`config.mk`:
```
export PLATFORM = sky130hd
export DESIGN_NAME = rect_renderer
export DESIGN_NICKNAME = d
export VERILOG_FILES = /design/src/rtl/rect_renderer.sv
export SDC_FILE = /design/constraint.sdc
export NUM_CORES = 1
export LEC_CHECK = 0
export ABC_AREA = 1
export CAP_MARGIN = 40
export CORE_AREA = 2 2 106 67
export DETAILED_ROUTE_END_ITERATION = 10
export DIE_AREA = 0 0 108 69
export MAX_ROUTING_LAYER = met4
export PLACE_DENSITY = 0.93
export REMOVE_ABC_BUFFERS = 1
export SYNTH_ARGS = -nofsm -noshare
export SYNTH_HDL_FRONTEND = slang
export SYNTH_SLANG_ARGS = --single-unit
```
`constraint.sdc`:
```
create_clock -name clock -period 6.2 [get_ports clock]
set_input_delay 1.24 -clock clock [delete_from_list [all_inputs] [get_ports clock]]
set_output_delay 1.24 -clock clock [all_outputs]
set_load 0.05 [all_outputs]
```
`src/rtl/rect_renderer.sv`:
```
// rect_renderer
//   Rectangle rasteriser. A start in IDLE latches origin, size, mode and colour,
//   then one pixel coordinate is offered per cycle on a valid/ready stream in
//   raster order. Outline mode skips interior pixels of the middle rows.
//
// Ports
//   clock, resetn        : clock (rising edge), asynchronous active-low reset
//   start                : request a new rectangle (only honoured in IDLE)
//   origin_x, origin_y   : top-left corner
//   width, height        : rectangle size in pixels (0 in either = no pixels)
//   outline              : 0 = filled, 1 = border only
//   color                : pixel colour
//   out_x, out_y         : current pixel coordinate (wraps, no clipping)
//   out_color            : latched colour
//   out_valid, out_ready : pixel stream handshake
//   busy                 : high while drawing or finishing
//   done                 : one-cycle pulse after the last pixel transfer
module rect_renderer #(
  parameter int X_WIDTH     = 8,
  parameter int Y_WIDTH     = 7,
  parameter int SIZE_WIDTH  = 8,
  parameter int COLOR_WIDTH = 3
) (
  input  logic                   clock,
  input  logic                   resetn,
  input  logic                   start,
  input  logic [X_WIDTH-1:0]     origin_x,
  input  logic [Y_WIDTH-1:0]     origin_y,
  input  logic [SIZE_WIDTH-1:0]  width,
  input  logic [SIZE_WIDTH-1:0]  height,
  input  logic                   outline,
  input  logic [COLOR_WIDTH-1:0] color,
  output logic [X_WIDTH-1:0]     out_x,
  output logic [Y_WIDTH-1:0]     out_y,
  output logic [COLOR_WIDTH-1:0] out_color,
  output logic                   out_valid,
  input  logic                   out_ready,
  output logic                   busy,
  output logic                   done
);

  typedef enum logic [1:0] {IDLE, DRAW, DONE} state_t;

  state_t                 state_reg,   state_next;
  logic [X_WIDTH-1:0]     ox_reg,      ox_next;
  logic [Y_WIDTH-1:0]     oy_reg,      oy_next;
  logic [SIZE_WIDTH-1:0]  w_reg,       w_next;
  logic [SIZE_WIDTH-1:0]  h_reg,       h_next;
  logic                   outline_reg, outline_next;
  logic [COLOR_WIDTH-1:0] color_reg,   color_next;
  logic [SIZE_WIDTH-1:0]  dx_reg,      dx_next;
  logic [SIZE_WIDTH-1:0]  dy_reg,      dy_next;

  // Last-column / last-row limits are taken from the latched size, so the
  // full SIZE_WIDTH range of sizes works without a wider counter.
  logic [SIZE_WIDTH-1:0] w_m1, h_m1;
  assign w_m1 = w_reg - SIZE_WIDTH'(1);
  assign h_m1 = h_reg - SIZE_WIDTH'(1);

  // Coordinate sums are formed at full width and then truncated, which gives
  // the intended screen wrap-around.
  logic [X_WIDTH+SIZE_WIDTH-1:0] sum_x;
  logic [Y_WIDTH+SIZE_WIDTH-1:0] sum_y;
  assign sum_x = {{SIZE_WIDTH{1'b0}}, ox_reg} + {{X_WIDTH{1'b0}}, dx_reg};
  assign sum_y = {{SIZE_WIDTH{1'b0}}, oy_reg} + {{Y_WIDTH{1'b0}}, dy_reg};

  assign out_x     = sum_x[X_WIDTH-1:0];
  assign out_y     = sum_y[Y_WIDTH-1:0];
  assign out_color = color_reg;
  // Driven purely from state so it never depends on out_ready.
  assign out_valid = (state_reg == DRAW);
  assign busy      = (state_reg != IDLE);
  assign done      = (state_reg == DONE);

  always_comb begin
    state_next   = state_reg;
    ox_next      = ox_reg;
    oy_next      = oy_reg;
    w_next       = w_reg;
    h_next       = h_reg;
    outline_next = outline_reg;
    color_next   = color_reg;
    dx_next      = dx_reg;
    dy_next      = dy_reg;

    case (state_reg)
      IDLE: begin
        if (start) begin
          ox_next      = origin_x;
          oy_next      = origin_y;
          w_next       = width;
          h_next       = height;
          outline_next = outline;
          color_next   = color;
          dx_next      = '0;
          dy_next      = '0;
          if (width == '0 || height == '0) state_next = DONE;
          else                             state_next = DRAW;
        end
      end
      DRAW: begin
        if (out_ready) begin
          if (dx_reg == w_m1) begin
            dx_next = '0;
            if (dy_reg == h_m1) state_next = DONE;
            else                dy_next = dy_reg + SIZE_WIDTH'(1);
          end else if (outline_reg && dx_reg == '0 &&
                       dy_reg != '0 && dy_reg != h_m1) begin
            // Jump from the left border straight to the right border.
            dx_next = w_m1;
          end else begin
            dx_next = dx_reg + SIZE_WIDTH'(1);
          end
        end
      end
      DONE: state_next = IDLE;
      default: state_next = IDLE;
    endcase
  end

  always_ff @(posedge clock or negedge resetn) begin
    if (!resetn) begin
      state_reg   <= IDLE;
      ox_reg      <= '0;
      oy_reg      <= '0;
      w_reg       <= '0;
      h_reg       <= '0;
      outline_reg <= 1'b0;
      color_reg   <= '0;
      dx_reg      <= '0;
      dy_reg      <= '0;
    end else begin
      state_reg   <= state_next;
      ox_reg      <= ox_next;
      oy_reg      <= oy_next;
      w_reg       <= w_next;
      h_reg       <= h_next;
      outline_reg <= outline_next;
      color_reg   <= color_next;
      dx_reg      <= dx_next;
      dy_reg      <= dy_next;
    end
  end

endmodule

```
==> flow_summary.yaml, run 1 <==
cts:
  cts.hold.buffers_added: 0
  cts-root-to-sink-buffers: 2
  tritoncts: "built"
  insertion_delay_ns: 0.33
  ctsRootBufferMaster: "sky130_fd_sc_hd__clkbuf_8"
  worst_setup_hold_path_clk_slew_ns: 0.11
  cts_htree_levels: 2
  cts_inserted_buffers: 5
  postCtsSetupRepairBufs: 0
  cts.repair.resized: 0
  cts_num_sinks: 53
global_routing:
  grt_antenna_before_repair: 0
  grt.overflow.total: 0
  grt_pass1_wl_um: 15430
  aggregate_global_route_resource_usage_pct: 26.58
  grt_pass1_vias: 3347
  largest_net_degree_at_the_start_of_global_routing: 54
sta:
  fin_crit_sh_pct: 70.31
  report.final.hold_viol_count: 0
  fin_setup_tns_ns: 0
  number_of_pins_with_negative_max_slew_slack_in_the_final_report: 0
  slew_worst_pin_ns: 0.9155
  crit_path_setup_slack_layout_ns: 1.841
  timing.max_slew.rel_slack_pct: 38.82
  timing.fmax_mhz: 229.4
  post-route-min-period_ns: 4.359
  setup_repair_after_global_routing_missed_its_margin: "false"
  setup_violations: 0
  clock-skew-final_ns: 0.01601
min_path:
  worst_hold_path_type: "reg2reg"
  min_path_cells: 1
synth:
  synth-seq-cells: 53
  post_synth_xor_area_fraction_pct: 7.432
  ys_seq_area_share_pct: 36.30
  synth-simple-area-share_pct: 29.18
  synth.distinct_cells: 33
  yosys.area.top_type_share_pct: 36.30
  syn-mean-instance-area_um2: 7.659
  synth_top_family_by_area: "simple AND/OR/NAND/NOR gates"
  synth.largest_area_cell: "sky130_fd_sc_hd__dfrtp_1"
  flip_flop_cell_with_the_highest_count_after_synthesis: "sky130_fd_sc_hd__dfrtp_1"
  async_flop_share_pct: 100.0
  muxShareOfSynthArea_pct: 5.856
  yosys_warning_total: 0
  synth_edf_count: 0
  synthCells: 477
  synth_adder_area_share_pct: 7.603
  synth-compound-area-share_pct: 5.959
  most_used_standard_cell_by_instance_count_after_synthesis: "sky130_fd_sc_hd__nand2_1"
  synth.cell_area_um2: 3654
  ys_top_cells_by_count: "sky130_fd_sc_hd__nand2_1, sky130_fd_sc_hd__inv_1, sky130_fd_sc_hd__dfrtp_1"
  leading_post_synthesis_cells_by_cell_area: "sky130_fd_sc_hd__dfrtp_1, sky130_fd_sc_hd__nand2_1, sky130_fd_sc_hd__ha_1"
place:
  count_of_input_and_output_buffers: 59
  dp_slack_ns: 2.245
  gp_congestion: 0.9321
  place.detailed.hpwl_um: 7072
setup_path:
  regToRegSetupSlack_ns: 3.64
  required_ns: 4.96
  timing.critical_path.from: "dy_reg[0]"
  worst_r2r_path_depth: 15
  crit_chain: "ha_1 > inv_1 > fa_1 > o21ai_0 > nand2_1 > a21oi_1 > nor2_1 > xor2_1 > clkdlybuf4s50_1"
  rr_startpoint: "w_reg[0]"
  worst_path_largest_cell_delay_ns: 0.83
  critPathCapture: "out_y[6]"
  crit_path_max_fanout: 7
  startpoint_type: "flip-flop"
  critical_path_slowest_stage_cell: "sky130_fd_sc_hd__clkdlybuf4s50_1"
  worstPathArrival_ns: 3.12
  timing.critical_path.to_type: "primary output"
  regToRegEndpoint: "dy_reg[3]"
  worstSetupPathType: "reg2out"
floorplan:
  floorplan.io_pins: 60
  die_footprint_um2: 7452
  die_height_um: 69
  initial_core_utilization_pct: 56.43
  num_rows: 23
  core_um2: 6475
  die_w_um: 108
routing:
  firstDrtPassIters: 5
  routed_wire_length_per_instance_um: 15.00
  drt_wl_total_um: 9347
  dr_total_vias: 3448
  drc_violations_left: 0
  postRouteAntennaNets: 0
  initialDrtViolationCount: 311
  vias_per_cell: 5.535
finish:
  syn2layout_area_growth_pct: 20.48
  drive_gt1_share_pct: 9.328
  number_of_inserted_diodes: 0
  final_nets: 595
  final_core_util_pct: 67.98
pwr:
  p_leak_uw: 0.002193
  design_power_total_uw: 1585
  power_per_cell_area_nw_per_um2: 360.0
  worst_ir_drop_vdd_v: 0.0002139
flow_run:
  drv.max_cap_violation_count: 0
status:
  outcome: "complete, no violations"
-- routing by layer --
layer / track usage, % / up-vias / wire length [um]
met5: - / - / 0
met4: 7.692 / 0 / 118
met3: 5.014 / 14 / 754
met2: 40.46 / 177 / 4251
met1: 36.39 / 1607 / 4223
li1: - / 1650 / -
-- cell type report --
class                   count  area (um^2)
fillers                   513         2073
repair buffers             61        600.6
inverters                  60        225.2
clock inverters             3        25.02
clock buffers               5        68.82
multi-input cells         354         2047
well taps                  87        108.9
flip-flops and latches     53         1326
-- worst max-delay path, delay by kind of cell (launching register included) --
| family | cells | cell delay (ns) |
|---|---|---|
| DFF | 1 | 0.50 |
| xor gates and xnor gates | 1 | 0.13 |
| adders and majority gates | 2 | 0.61 |
| and+or+nand+nor | 2 | 0.17 |
| buffers and inverters | 2 | 0.89 |
| AOI/OAI and AO/OA | 2 | 0.49 |
-- power by group --
| group | switching (uW) | internal, uW | leakage [uW] |
|---|---|---|---|
| Combinational | 555 | 322 | 0.00148 |
| Sequential | 86.6 | 409 | 0.000668 |
| Clock | 129 | 82.7 | 0.0000452 |
| Total | 771 | 814 | 0.00219 |
-- per-stage QoR --
| step | instances | area (um^2) | hold slack (ns) |
|---|---|---|---|
| detailed placement | 615 | 4308 | 0.4933 |
| global placement | 615 | 4308 | 0.4723 |
| global route | 623 | 4402 | 0.5391 |
| CTS | 623 | 4402 | 0.5192 |
| finish | 623 | 4402 | 0.5292 |
| floorplan | 467 | 3598 | 0.4519 |
-- cell usage in the layout (no fill, tap or decap), types with 3 or more instances in the layout --
| master | instances |
|---|---|
| sky130_fd_sc_hd__nand2_1 | 126 |
| sky130_fd_sc_hd__clkdlybuf4s50_1 | 58 |
| sky130_fd_sc_hd__inv_1 | 54 |
| sky130_fd_sc_hd__dfrtp_1 | 53 |
| sky130_fd_sc_hd__nor2_1 | 42 |
| sky130_fd_sc_hd__nand3_1 | 41 |
| sky130_fd_sc_hd__xor2_1 | 24 |
| sky130_fd_sc_hd__mux2_2 | 19 |
| sky130_fd_sc_hd__ha_1 | 19 |
| sky130_fd_sc_hd__a21oi_1 | 18 |
| sky130_fd_sc_hd__o21ai_0 | 14 |
| sky130_fd_sc_hd__nand4_1 | 8 |
| sky130_fd_sc_hd__xnor2_1 | 7 |
| sky130_fd_sc_hd__inv_2 | 6 |
| sky130_fd_sc_hd__clkbuf_8 | 5 |
| sky130_fd_sc_hd__nor2_2 | 4 |
| sky130_fd_sc_hd__o21ai_1 | 4 |
| sky130_fd_sc_hd__nand2_2 | 4 |
| sky130_fd_sc_hd__nand3b_1 | 3 |
| sky130_fd_sc_hd__nor4_1 | 3 |
| sky130_fd_sc_hd__nor3_1 | 3 |
-- logic make-up (layout without fill, tap and decap cells) --
kind of cell               after synthesis  after routing
xor gates and xnor gates                31             31
DFF                                     53             53
and+or+nand+nor                        242            242
muxes                                   19             19
buffers and inverters                   70            129
adders and majority gates               21             21
AOI/OAI and AO/OA                       41             41
-- worst min path at each step --
stage	start	end	slack (ns)
3_3_place_gp	state_reg[1]	state_reg[1]	0.47
5_1_grt	state_reg[1]	state_reg[1]	0.54
3_5_place_dp	out_color[0]	out_color[0]	0.49
2_1_floorplan	state_reg[1]	state_reg[1]	0.45
4_1_cts	state_reg[1]	state_reg[1]	0.52
6_report	out_color[0]	out_color[0]	0.53
Power figures use the tool's default switching activity.
==> inputs of run 2 (changes only) <==
- CORE_AREA: 2 2 106 67 -> 2 2 110 69
- DIE_AREA: 0 0 108 69 -> 0 0 112 71
- PLACE_DENSITY: 0.93 -> 0.88
- clock period: 6.2 -> 4.46 ns (I/O delays scaled with it)
==> flow_summary.yaml, run 2 (same netlist as run 1, synthesis figures left out) <==
setup_path:
  critical_path_slowest_stage_cell: "sky130_fd_sc_hd__clkdlybuf4s50_1"
  worst_r2r_path_depth: 15
  crit_path_max_fanout: 7
  worst_path_largest_cell_delay_ns: 0.81
  worst_path_dominant_cell_family: "buffers and inverters"
  cp.buffers_inverters: 2
  worstSetupPathType: "reg2out"
  regToRegSetupSlack_ns: 2.09
  required_ns: 3.57
  rr_startpoint: "w_reg[0]"
  regToRegEndpoint: "dy_reg[6]"
  worstPathArrival_ns: 2.96
  timing.critical_path.to_type: "primary output"
  startpoint_type: "flip-flop"
  crit_chain: "ha_1 > inv_1 > fa_1 > o21ai_0 > nand2_1 > a21oi_1 > nor2_1 > xor2_1 > clkdlybuf4s50_1"
sta:
  post-route-min-period_ns: 3.852
  timing.fmax_mhz: 259.6
  setup_violations: 0
  slew_worst_pin_ns: 0.6793
  fin_crit_sh_pct: 86.37
  clock-skew-final_ns: 0.007383
  number_of_pins_with_negative_max_slew_slack_in_the_final_report: 0
  setup_repair_after_global_routing_missed_its_margin: "false"
  timing.max_slew.rel_slack_pct: 54.72
  fin_setup_tns_ns: 0
  fin_hold_ws_ns: 0.5043
  report.final.hold_viol_count: 0
finish:
  number_of_inserted_diodes: 0
  mostFrequentLayoutCells: "sky130_fd_sc_hd__nand2_1, sky130_fd_sc_hd__clkdlybuf4s50_1, sky130_fd_sc_hd__inv_1"
  layout.cell_area.non_filler_um2: 4512
  drive_gt1_share_pct: 9.515
  final_nets: 595
  syn2layout_area_growth_pct: 23.49
  final_common_cell: "sky130_fd_sc_hd__nand2_1"
floorplan:
  num_rows: 24
  die_height_um: 71
  die_w_um: 112
  initial_core_utilization_pct: 51.99
  floorplan.io_pins: 60
  core_um2: 7027
  die_footprint_um2: 7952
cts:
  worst_setup_hold_path_clk_slew_ns: 0.07
  cts_inserted_buffers: 5
  cts.repair.resized: 0
  postCtsSetupRepairBufs: 0
  cts_num_sinks: 53
  tritoncts: "built"
  cts_htree_levels: 2
  ctsRootBufferMaster: "sky130_fd_sc_hd__clkbuf_16"
  cts.hold.buffers_added: 0
  insertion_delay_ns: 0.29
  cts-root-to-sink-buffers: 2
pwr:
  power_per_cell_area_nw_per_um2: 523.2
  p_leak_uw: 0.002241
  worst_ir_drop_vdd_v: 0.0003262
min_path:
  hold_path_end: "state_reg[1]"
  worst_hold_path_type: "reg2reg"
  min_path_cells: 1
  hp-start: "state_reg[1]"
routing:
  wl_met2_um: 3710
  top_layer: "met4"
  wl_met1_um: 4081
  drc_violations_left: 0
  met3WireLength_um: 718
  drt_wl_total_um: 8686
  vias_per_cell: 5.376
  firstDrtPassIters: 6
  postRouteAntennaNets: 0
  dr_total_vias: 3371
  initialDrtViolationCount: 267
  routed_wire_length_per_instance_um: 13.85
global_routing:
  aggregate_global_route_resource_usage_pct: 23.51
  grt_antenna_before_repair: 0
  grt_pass1_vias: 3185
  grt_pass1_wl_um: 14650
  grt.overflow.total: 0
  largest_net_degree_at_the_start_of_global_routing: 54
flow_run:
  drv.max_cap_violation_count: 0
place:
  count_of_input_and_output_buffers: 59
  place.detailed.hpwl_um: 6670
  gp_congestion: 0.9214
  place_area_um2: 4335
status:
  outcome: "complete, no violations"
## run 2: power by group
| group | internal [uW] | leakage (uW) | switching, uW |
|---|---|---|---|
| registers | 569 | 0.000668 | 118 |
| logic | 449 | 0.00149 | 764 |
| clock network | 280 | 0.0000831 | 180 |
## run 2: worst max-delay path by stage
stage	startpoint	to	slack, ns	cells after the start
finish	dy_reg[0]	out_y[6]	0.61	9
global route	dy_reg[0]	out_y[6]	0.43	9
CTS	dy_reg[0]	out_y[6]	0.60	9
detailed placement	dy_reg[0]	out_y[6]	0.94	9
global placement	dy_reg[0]	out_y[6]	1.0	9
floorplan	dx_reg[0]	out_x[6]	1.27	8
## run 2: cell type report
| class | instances | area, um^2 |
|---|---|---|
| sequential | 53 | 1326 |
| timing repair buffer | 61 | 620.6 |
| inverter | 60 | 225.2 |
| clock buffer | 6 | 138.9 |
| multi-input combinational | 354 | 2049 |
| tap | 91 | 113.9 |
| clock inverter | 2 | 37.54 |
| fill | 563 | 2515 |
## run 2: worst register-to-register path, cell delays in order (launching register included)
cell and delay (ns):
sky130_fd_sc_hd__dfrtp_1 0.41, sky130_fd_sc_hd__inv_1 0.21, sky130_fd_sc_hd__ha_1 0.40, sky130_fd_sc_hd__inv_1 0.07, sky130_fd_sc_hd__nand2_1 0.08, sky130_fd_sc_hd__nand2_1 0.08, sky130_fd_sc_hd__nand2_1 0.06, sky130_fd_sc_hd__nand2_1 0.04
sky130_fd_sc_hd__nor2_1 0.08, sky130_fd_sc_hd__nand2_1 0.09, sky130_fd_sc_hd__nor2_2 0.13, sky130_fd_sc_hd__nand3_2 0.10, sky130_fd_sc_hd__nand2_2 0.20, sky130_fd_sc_hd__nand2_2 0.16, sky130_fd_sc_hd__nand2_1 0.09, sky130_fd_sc_hd__nand2_1 0.07
## run 2: through the flow
step | power, uW | util [%] | instances | setup slack [ns]
final | 2360 | 64.21 | 627 | 0.6080
after detailed placement | 1894 | 61.70 | 619 | 0.9394
after global placement | 1853 | 61.31 | 618 | 0.9992
after CTS | 2362 | 64.21 | 627 | 0.6027
after global routing | 2511 | 64.21 | 627 | 0.4286
after floorplan | 1532 | - | 467 | 1.274
## run 2: routing by layer
metal  vias up  track usage, %
met3        24           5.570
met5         -               -
li1       1643               -
met2       154           34.14
met1      1550           32.44
met4         0           8.401
